**src/rtl/mem_access_ctrl_if.sv**
```systemverilog
// Data-memory bus between the MEM-stage access controller (master) and the memory (slave).
// Request/address/write data are held stable while the request is up; ack is a one-cycle pulse.
interface mem_access_ctrl_if;
    logic        mem_req_o;
    logic        mem_we_o;
    logic [31:0] mem_addr_o;
    logic [31:0] mem_wdata_o;
    logic        mem_ack_i;
    logic [31:0] mem_rdata_i;

    modport master (
        output mem_req_o, mem_we_o, mem_addr_o, mem_wdata_o,
        input  mem_ack_i, mem_rdata_i
    );

    modport slave (
        input  mem_req_o, mem_we_o, mem_addr_o, mem_wdata_o,
        output mem_ack_i, mem_rdata_i
    );
endinterface

```
**src/rtl/mem_access_ctrl.sv**
```systemverilog
// MEM-stage data-memory access controller: stalls the pipeline while a load/store is
// outstanding on a variable-latency bus, with a 256-cycle timeout that raises a sticky error.
module mem_access_ctrl (
    input  logic                      clk_i,
    input  logic                      rst_i,
    input  logic                      MemRead_i,
    input  logic                      MemWrite_i,
    input  logic                      RegWrite_i,
    input  logic                      MemtoReg_i,
    input  logic [31:0]               ALUResult_i,
    input  logic [31:0]               RTdata_i,
    input  logic [4:0]                RDaddr_i,
    mem_access_ctrl_if.master         mem,
    output logic                      stall_o,
    output logic                      RegWrite_o,
    output logic                      MemtoReg_o,
    output logic [31:0]               Memdata_o,
    output logic [31:0]               ALUResult_o,
    output logic [4:0]                RDaddr_o,
    output logic                      err_o
);

    typedef enum logic [1:0] {
        ST_IDLE = 2'd0,
        ST_BUSY = 2'd1,
        ST_DONE = 2'd2
    } state_t;

    localparam logic [31:0] TIMEOUT_DATA = 32'hDEAD_BEEF;

    state_t      state_r,  state_nxt_s;
    logic [7:0]  cnt_r,    cnt_nxt_s;
    logic [31:0] data_r,   data_nxt_s;
    logic [31:0] addr_r,   addr_nxt_s;
    logic [31:0] wdata_r,  wdata_nxt_s;
    logic        we_r,     we_nxt_s;
    logic        err_r,    err_nxt_s;

    logic        access_s;
    logic        stall_s;
    logic        regwrite_s;
    logic        memtoreg_s;
    logic [31:0] memdata_s;

    assign access_s = MemRead_i | MemWrite_i;

    // State and access registers; reset wins over any state, including an open request.
    always_ff @(posedge clk_i) begin
        if (rst_i) begin
            state_r <= ST_IDLE;
            cnt_r   <= 8'd0;
            data_r  <= 32'd0;
            addr_r  <= 32'd0;
            wdata_r <= 32'd0;
            we_r    <= 1'b0;
            err_r   <= 1'b0;
        end else begin
            state_r <= state_nxt_s;
            cnt_r   <= cnt_nxt_s;
            data_r  <= data_nxt_s;
            addr_r  <= addr_nxt_s;
            wdata_r <= wdata_nxt_s;
            we_r    <= we_nxt_s;
            err_r   <= err_nxt_s;
        end
    end

    // Next-state and pipeline-facing outputs; a store (MemWrite_i) takes precedence over a load.
    always_comb begin
        state_nxt_s = state_r;
        cnt_nxt_s   = cnt_r;
        data_nxt_s  = data_r;
        addr_nxt_s  = addr_r;
        wdata_nxt_s = wdata_r;
        we_nxt_s    = we_r;
        err_nxt_s   = err_r;
        stall_s     = 1'b0;
        regwrite_s  = RegWrite_i;
        memtoreg_s  = MemtoReg_i;
        memdata_s   = 32'd0;

        case (state_r)
            ST_IDLE: begin
                if (access_s) begin
                    stall_s     = 1'b1;
                    regwrite_s  = 1'b0;
                    addr_nxt_s  = ALUResult_i;
                    wdata_nxt_s = RTdata_i;
                    we_nxt_s    = MemWrite_i;
                    cnt_nxt_s   = 8'd0;
                    state_nxt_s = ST_BUSY;
                end else begin
                    state_nxt_s = ST_IDLE;
                end
            end
            ST_BUSY: begin
                stall_s    = 1'b1;
                regwrite_s = 1'b0;
                if (mem.mem_ack_i) begin
                    data_nxt_s  = we_r ? 32'd0 : mem.mem_rdata_i;
                    state_nxt_s = ST_DONE;
                end else if (cnt_r == 8'hFF) begin
                    data_nxt_s  = TIMEOUT_DATA;
                    err_nxt_s   = 1'b1;
                    state_nxt_s = ST_DONE;
                end else begin
                    cnt_nxt_s = cnt_r + 8'd1;
                end
            end
            ST_DONE: begin
                memdata_s   = data_r;
                state_nxt_s = ST_IDLE;
            end
            default: begin
                state_nxt_s = ST_IDLE;
            end
        endcase
    end

    // While reset is held the pipeline must not stall or commit a register write.
    assign stall_o     = stall_s    & ~rst_i;
    assign RegWrite_o  = regwrite_s & ~rst_i;
    assign MemtoReg_o  = memtoreg_s & ~rst_i;
    assign Memdata_o   = rst_i ? 32'd0 : memdata_s;
    assign ALUResult_o = ALUResult_i;
    assign RDaddr_o    = RDaddr_i;
    assign err_o       = err_r;

    assign mem.mem_req_o   = (state_r == ST_BUSY);
    assign mem.mem_we_o    = (state_r == ST_BUSY) & we_r;
    assign mem.mem_addr_o  = addr_r;
    assign mem.mem_wdata_o = wdata_r;

endmodule

```
**src/flat_wrapper.sv**
```systemverilog
// flat-port wrapper written by rule: the top's interface ports become plain ports
module mem_access_ctrl_flat 
  (clk_i, rst_i, MemRead_i, MemWrite_i, RegWrite_i, MemtoReg_i, ALUResult_i, RTdata_i, RDaddr_i, stall_o, RegWrite_o, MemtoReg_o, Memdata_o, ALUResult_o, RDaddr_o, err_o, mem_mem_req_o, mem_mem_we_o, mem_mem_addr_o, mem_mem_wdata_o, mem_mem_ack_i, mem_mem_rdata_i);
  mem_access_ctrl_if mem_i ();
  input  logic clk_i;
  input  logic rst_i;
  input  logic MemRead_i;
  input  logic MemWrite_i;
  input  logic RegWrite_i;
  input  logic MemtoReg_i;
  input  logic [31:0] ALUResult_i;
  input  logic [31:0] RTdata_i;
  input  logic [4:0] RDaddr_i;
  output logic stall_o;
  output logic RegWrite_o;
  output logic MemtoReg_o;
  output logic [31:0] Memdata_o;
  output logic [31:0] ALUResult_o;
  output logic [4:0] RDaddr_o;
  output logic err_o;
  output wire logic [$bits(mem_i.mem_req_o)-1:0] mem_mem_req_o;
  output wire logic [$bits(mem_i.mem_we_o)-1:0] mem_mem_we_o;
  output wire logic [$bits(mem_i.mem_addr_o)-1:0] mem_mem_addr_o;
  output wire logic [$bits(mem_i.mem_wdata_o)-1:0] mem_mem_wdata_o;
  input wire logic [$bits(mem_i.mem_ack_i)-1:0] mem_mem_ack_i;
  input wire logic [$bits(mem_i.mem_rdata_i)-1:0] mem_mem_rdata_i;
  assign mem_mem_req_o = mem_i.mem_req_o;
  assign mem_mem_we_o = mem_i.mem_we_o;
  assign mem_mem_addr_o = mem_i.mem_addr_o;
  assign mem_mem_wdata_o = mem_i.mem_wdata_o;
  assign mem_i.mem_ack_i = mem_mem_ack_i;
  assign mem_i.mem_rdata_i = mem_mem_rdata_i;
  mem_access_ctrl u_core (.clk_i(clk_i), .rst_i(rst_i), .MemRead_i(MemRead_i), .MemWrite_i(MemWrite_i), .RegWrite_i(RegWrite_i), .MemtoReg_i(MemtoReg_i), .ALUResult_i(ALUResult_i), .RTdata_i(RTdata_i), .RDaddr_i(RDaddr_i), .mem(mem_i), .stall_o(stall_o), .RegWrite_o(RegWrite_o), .MemtoReg_o(MemtoReg_o), .Memdata_o(Memdata_o), .ALUResult_o(ALUResult_o), .RDaddr_o(RDaddr_o), .err_o(err_o));
endmodule
```
**config.mk**
```make
export PLATFORM = sky130hd
export DESIGN_NAME = mem_access_ctrl_flat
export DESIGN_NICKNAME = d
export VERILOG_FILES = /design/src/rtl/mem_access_ctrl_if.sv /design/src/rtl/mem_access_ctrl.sv /design/src/flat_wrapper.sv
export SDC_FILE = /design/constraint.sdc
export NUM_CORES = 1
export LEC_CHECK = 0
export ABC_AREA = 1
export CELL_PAD_IN_SITES_DETAIL_PLACEMENT = 0
export CELL_PAD_IN_SITES_GLOBAL_PLACEMENT = 1
export CORE_MARGIN = 5
export CORE_UTILIZATION = 26
export CTS_CLUSTER_SIZE = 40
export DETAILED_ROUTE_END_ITERATION = 6
export MAX_ROUTING_LAYER = met4
export PLACE_DENSITY_LB_ADDON = 0.1
export SYNTH_ARGS = -nofsm -noshare
export SYNTH_HDL_FRONTEND = slang
export SYNTH_SLANG_ARGS = --single-unit
```
**constraint.sdc**
```tcl
create_clock -name clk_i -period 1.73 [get_ports clk_i]
set_input_delay 0.2595 -clock clk_i [delete_from_list [all_inputs] [get_ports clk_i]]
set_output_delay 0.2595 -clock clk_i [all_outputs]
set_load 0.02 [all_outputs]
```
# [Word level (Yosys, flattened, before mapping)]
# Cells that the tools add are included.
[totals] regBits=108 latch_bits=0 ram_bits=0 mem_bits_ro=0 inputBits=108 out_inout_bits=139 word_cells=46 memories=0
[classes] n_addsub=1 mul=0 n_div=0 n_lt_le_gt_ge=0 n_eq_ne=7 shifts=0 muxes=17 bitwise_logic=7 reduce_logical=7
[ops] cell="$mux W32" count=5
[ops] cell="$mux W8" count=3
[ops] cell="$pmux W8 S2" count=1
[ops] cell="$add A8 B1 Y8 const B" count=1
[ops] cell="$eq A8 B8 Y1 const B" count=1
[ops] cell="$and A1 B1 Y1" count=4
[ops] cell="$mux W2" count=2
[ops] cell="$ne A2 B2 Y1 const B" count=2
[ops] cell="$pmux W1 S2" count=2
[ops] cell="$pmux W2 S2" count=1
[ops] cell="$reduce_and A2 Y1" count=2
[ops] cell="$reduce_and A4 Y1" count=1
[ops] cell="$reduce_bool A2 Y1" count=2
[ops] cell="$mux W1" count=3
[ops] cell="$ne A3 B1 Y1 const B" count=1
[ops] cell="$reduce_and A3 Y1" count=1
[ops] cell="$eq A2 B1 Y1 const B" count=1
[ops] cell="$eq A2 B2 Y1 const B" count=1
[ops] cell="$logic_not A2 Y1" count=1
[ops] cell="$ne A2 B1 Y1 const B" count=1
[ops] cell="$not A1 Y1" count=2
[ops] cell="$or A1 B1 Y1" count=1

# [Longest topological paths before layout]
[logic_depth] depth_word=4 depth_mapped=9 ltp_nobuf=8

# [Worst setup path before layout]
# No wires, ideal clock.
[synth_path] path_type="input port to output port" from="in rst_i" to="out Memdata_o[30]" arrival_time_ps=1220 required_ps=1470 path_slack_ps=251 stages=6 n_path_buf=3 path_cell_list="buf_2 > inv_2 > buf_2 > buf_2 > nand2_1 > nor2_1"
[synth_via] elab_chain_len=1
[synth_lines] item="start, declared" line="flat_wrapper.sv:6" source="input logic rst_i;"
[synth_lines] item="$mux W32" line="mem_access_ctrl.sv:124" source="assign Memdata_o = rst_i ? 32'd0 : memdata_s;"
[synth_lines] item="end, declared" line="flat_wrapper.sv:17" source="output logic [31:0] Memdata_o;"
# Every way passes these cells.

# [Worst setup path after layout]
[layout_path] from="in rst_i" to="out Memdata_o[4]"
# The elaborated chain is that of the path after synthesis.

==> qor.csv <==
stage,metric,value,unit
clock_tree,Max clock buf depth,2,
grt,vias in the first global route,4512,
logic_synthesis,Mapped Area,4560,um^2
clock_tree,H-tree Lvls,3,
clock_tree,CTS clock-pin slew for the worst setup and hold paths,0.07,ns
power,Leak,3.03,nW
clock_tree,TritonCTS Sinks,108,
floorplan,Initial Util,26.4,%
logic_synthesis,"Avg Cell Area, Syn",7.49,um^2
critical_path,crit-path leading delay family,buffers and inverters,
final_layout,layout net count,938,
logic_synthesis,post-synthesis sequential area ratio,47.5,%
logic_synthesis,Unique masters post-synth,26,
critical_path,Worst Path Max Fanout,4,
logic_synthesis,syn_nets,717,
logic_synthesis,most frequent cell after synthesis,nor2_1,
power,Pint,0.00475,W
route,Iter 0 DRT Violations,192,
sta,Final period util,96.3,%
power,switching share of power,28.5,%
final_layout,"non-filler cells, final",1059,
critical_path,worst path bufs/invs,4,
place,Post-Place Worst Slack,-0.398,ns
floorplan,Chip Height,142,um
floorplan,Die Area,20300,um^2
place,gpl congestion,0.768,
logic_synthesis,top post-synthesis cells by area,"dfxtp_1 (47%), nor2_1 (15%), o21ai_0 (6.8%)",
sta,unrepaired setup endpoints after global routing,false,
critical_path,worst-path cell chain,clkdlybuf4s50_1 -> inv_2 -> buf_4 -> nand2_1 -> nor2_1 -> clkdlybuf4s15_2,
critical_path,Critical Path Slowest Stage Cell,clkdlybuf4s50_1,
sta,"Setup violations, final",0,
job,Max-Cap Viols,0,
route,via/cell ratio,4.36,
place,Post-DP HPWL,11600,um
final_layout,layout cells sized above 1,16.1,%
power,total power,0.00665,W
sta,final worst setup slack,0.0642,ns
grt,GRT Total Usage,15.3,%
grt,initial antenna violation count,0,
power,VDD IR max,416,uV
logic_synthesis,"Top FF cell, synth",dfxtp_1,
final_layout,Final Util,42.7,%
critical_path,Worst Path Required,1.47,ns
floorplan,Core ar.,17200,um^2
logic_synthesis,Syn Inst Count,608,
sta,relative slew slack,70.4,%
floorplan,Ports,247,
floorplan,Die Wd,142,um
route,DRC,0,
final_layout,synthesis-to-layout area growth,61.5,%
floorplan,placement row count,48,
route,routed len/inst,14.5,um
critical_path,CP endpoint kind,primary output,
critical_path,crit-path max cell delay,0.45,ns
clock_tree,number of CTS-inserted buffers,9,
clock_tree,clk_lat worst skew,0.35,ns
sta,fmax,0.600,GHz
logic_synthesis,top post-synthesis cells by count,"nor2_1 (182), dfxtp_1 (108), o21ai_0 (62), nand2_1 (60), buf_4 (39)",
logic_synthesis,top-area cell type share of the netlist area,47.5,%
power,sequential share of power,42.3,%
route,Routed WL,15400,um
sta,Final Hold Viols,0,
logic_synthesis,"area leader, netlist",dfxtp_1,
route,total number of vias,4613,
logic_synthesis,Post-synth EDFFs,0,
power,Gate power share,25.2,%
critical_path,Critical Path AT,1.41,ns
clock_tree,TritonCTS clock tree,built,
sta,Final min period,1.67,ns
grt,largest net degree at the start of global routing,47,
critical_path,Worst setup SP type,primary input,
sta,Worst-Margin Slew,0.444,ns
place,# port buffers,236,
grt,gr ovfl total,0,
route,DRT Pass-1 Iters,4,
power,pwr/cell area,904,nW/um^2
final_layout,antenna cells,0,
run_status,outcome,"complete, no violations",
power,Clock Power Share,32.5,%
clock_tree,clk root buf,clkbuf_16,
logic_synthesis,Synth Warn #,0,
place,# placed instances,1043,
grt,first-pass GRT wire length,24200,um
logic_synthesis,Synth async-reset ratio,0,%
critical_path,critical path class,primary input to primary output,
route,ANT nets after route,0,
power,Switch Pwr,0.00190,W
logic_synthesis,register bit total from synthesis,108,
hold_path,worst min path class,flop to flop,
sta,Max Slew Vio Count,0,
clock_tree,Post-CTS Setup Bufs,0,
sta,Clock Skew,0.00692,ns
[registers in the layout (all words and copies together), names as in the netlist]
| signal | flops |
|---|---|
| u_core.data_r | 32 |
| u_core.mem.mem_addr_o | 32 |
| u_core.mem.mem_wdata_o | 32 |
| u_core.cnt_r | 8 |
| u_core.state_r | 2 |
| u_core.err_o | 1 |
| u_core.we_r | 1 |
[logic make-up (layout without fill, tap and decap cells)]
family | count (synthesis) | count (layout) | synth area share (%)
AO/OA/AOI/OAI | 127 | 127 | 15.6
AND/OR/NAND/NOR | 275 | 275 | 24.5
adder cells (fa/ha/maj) | 1 | 1 | 0.275
buffers and inverters | 97 | 323 | 12.2
flip-flops | 108 | 108 | 47.5
[repair_timing]
item,CTS,global route
setup endpoints to repair,37,26
hold buffers,0,0
resized for setup,109,33
[metrics by stage]
step | hold slack, ns | cell area (um^2) | setup TNS [ns]
5_1_grt | 0.510 | 7360 | 0
3_5_place_dp | 0.468 | 7190 | -11.65
4_1_cts | 0.478 | 7490 | 0
6_report | 0.477 | 7360 | 0
3_3_place_gp | 0.463 | 7190 | -11.05
2_1_floorplan | 0.398 | 4560 | 0
[layout make-up]
type / count / area (um^2)
clock buffer: 12 / 256
inverter: 23 / 86.3
clock inverter: 4 / 56.3
tap: 225 / 282
multi-input combinational: 403 / 1850
sequential: 108 / 2160
timing repair buffer: 284 / 2660
fill: 1724 / 9880
[power groups by stage]
| stage | Combinational [W] | Sequential [W] | Clock (W) |
|---|---|---|---|
| after floorplan | 0.000660 | 0.00306 | 0 |
| after global placement | 0.00169 | 0.00287 | 0 |
| after detailed placement | 0.00170 | 0.00287 | 0 |
| after CTS | 0.00170 | 0.00282 | 0.00227 |
| after global routing | 0.00182 | 0.00284 | 0.00237 |
| final | 0.00167 | 0.00281 | 0.00216 |
[worst reg2reg max path, stage by stage, from the launching register on]
cell     delay [ns]
dfxtp_1        0.37
ha_1           0.20
nand2_2        0.10
nor2_4         0.17
nand3_4        0.13
nand2_4        0.09
nand2_4        0.12
buf_12         0.19
a21oi_2        0.12
[layer usage]
| metal | global-route usage [%] | share of wire [%] |
|---|---|---|
| met5 | - | 0 |
| met4 | 4.70 | 1.3 |
| met3 | 3.16 | 6.1 |
| met2 | 25.2 | 49 |
| met1 | 18.8 | 43 |
[final timing paths]
kind | cells past startpoint | endpoint | from | slack (ns)
min | 2 | u_core.data_r[12] | u_core.data_r[12] | 0.48
max | 6 | Memdata_o[4] | rst_i | 0.06
min reg2reg | 2 | u_core.data_r[12] | u_core.data_r[12] | 0.48
max reg2reg | 8 | u_core.data_r[9] | u_core.cnt_r[0] | 0.18
[cell usage in the layout, fill, tap and decap left out, types with 5 or more instances in the layout]
| cell type | instances |
|---|---|
| buf_4 | 43 |
| clkbuf_16 | 9 |
| dfxtp_1 | 108 |
| nand3_1 | 20 |
| o21ai_1 | 12 |
| inv_1 | 17 |
| nor2_2 | 5 |
| o21ai_0 | 62 |
| clkdlybuf4s50_1 | 199 |
| a21oi_1 | 33 |
| buf_12 | 7 |
| nand2_1 | 60 |
| buf_2 | 27 |
| nor2_1 | 181 |
| inv_2 | 6 |
| a21oi_2 | 19 |
No activity file was read; power rests on OpenSTA's default activity.
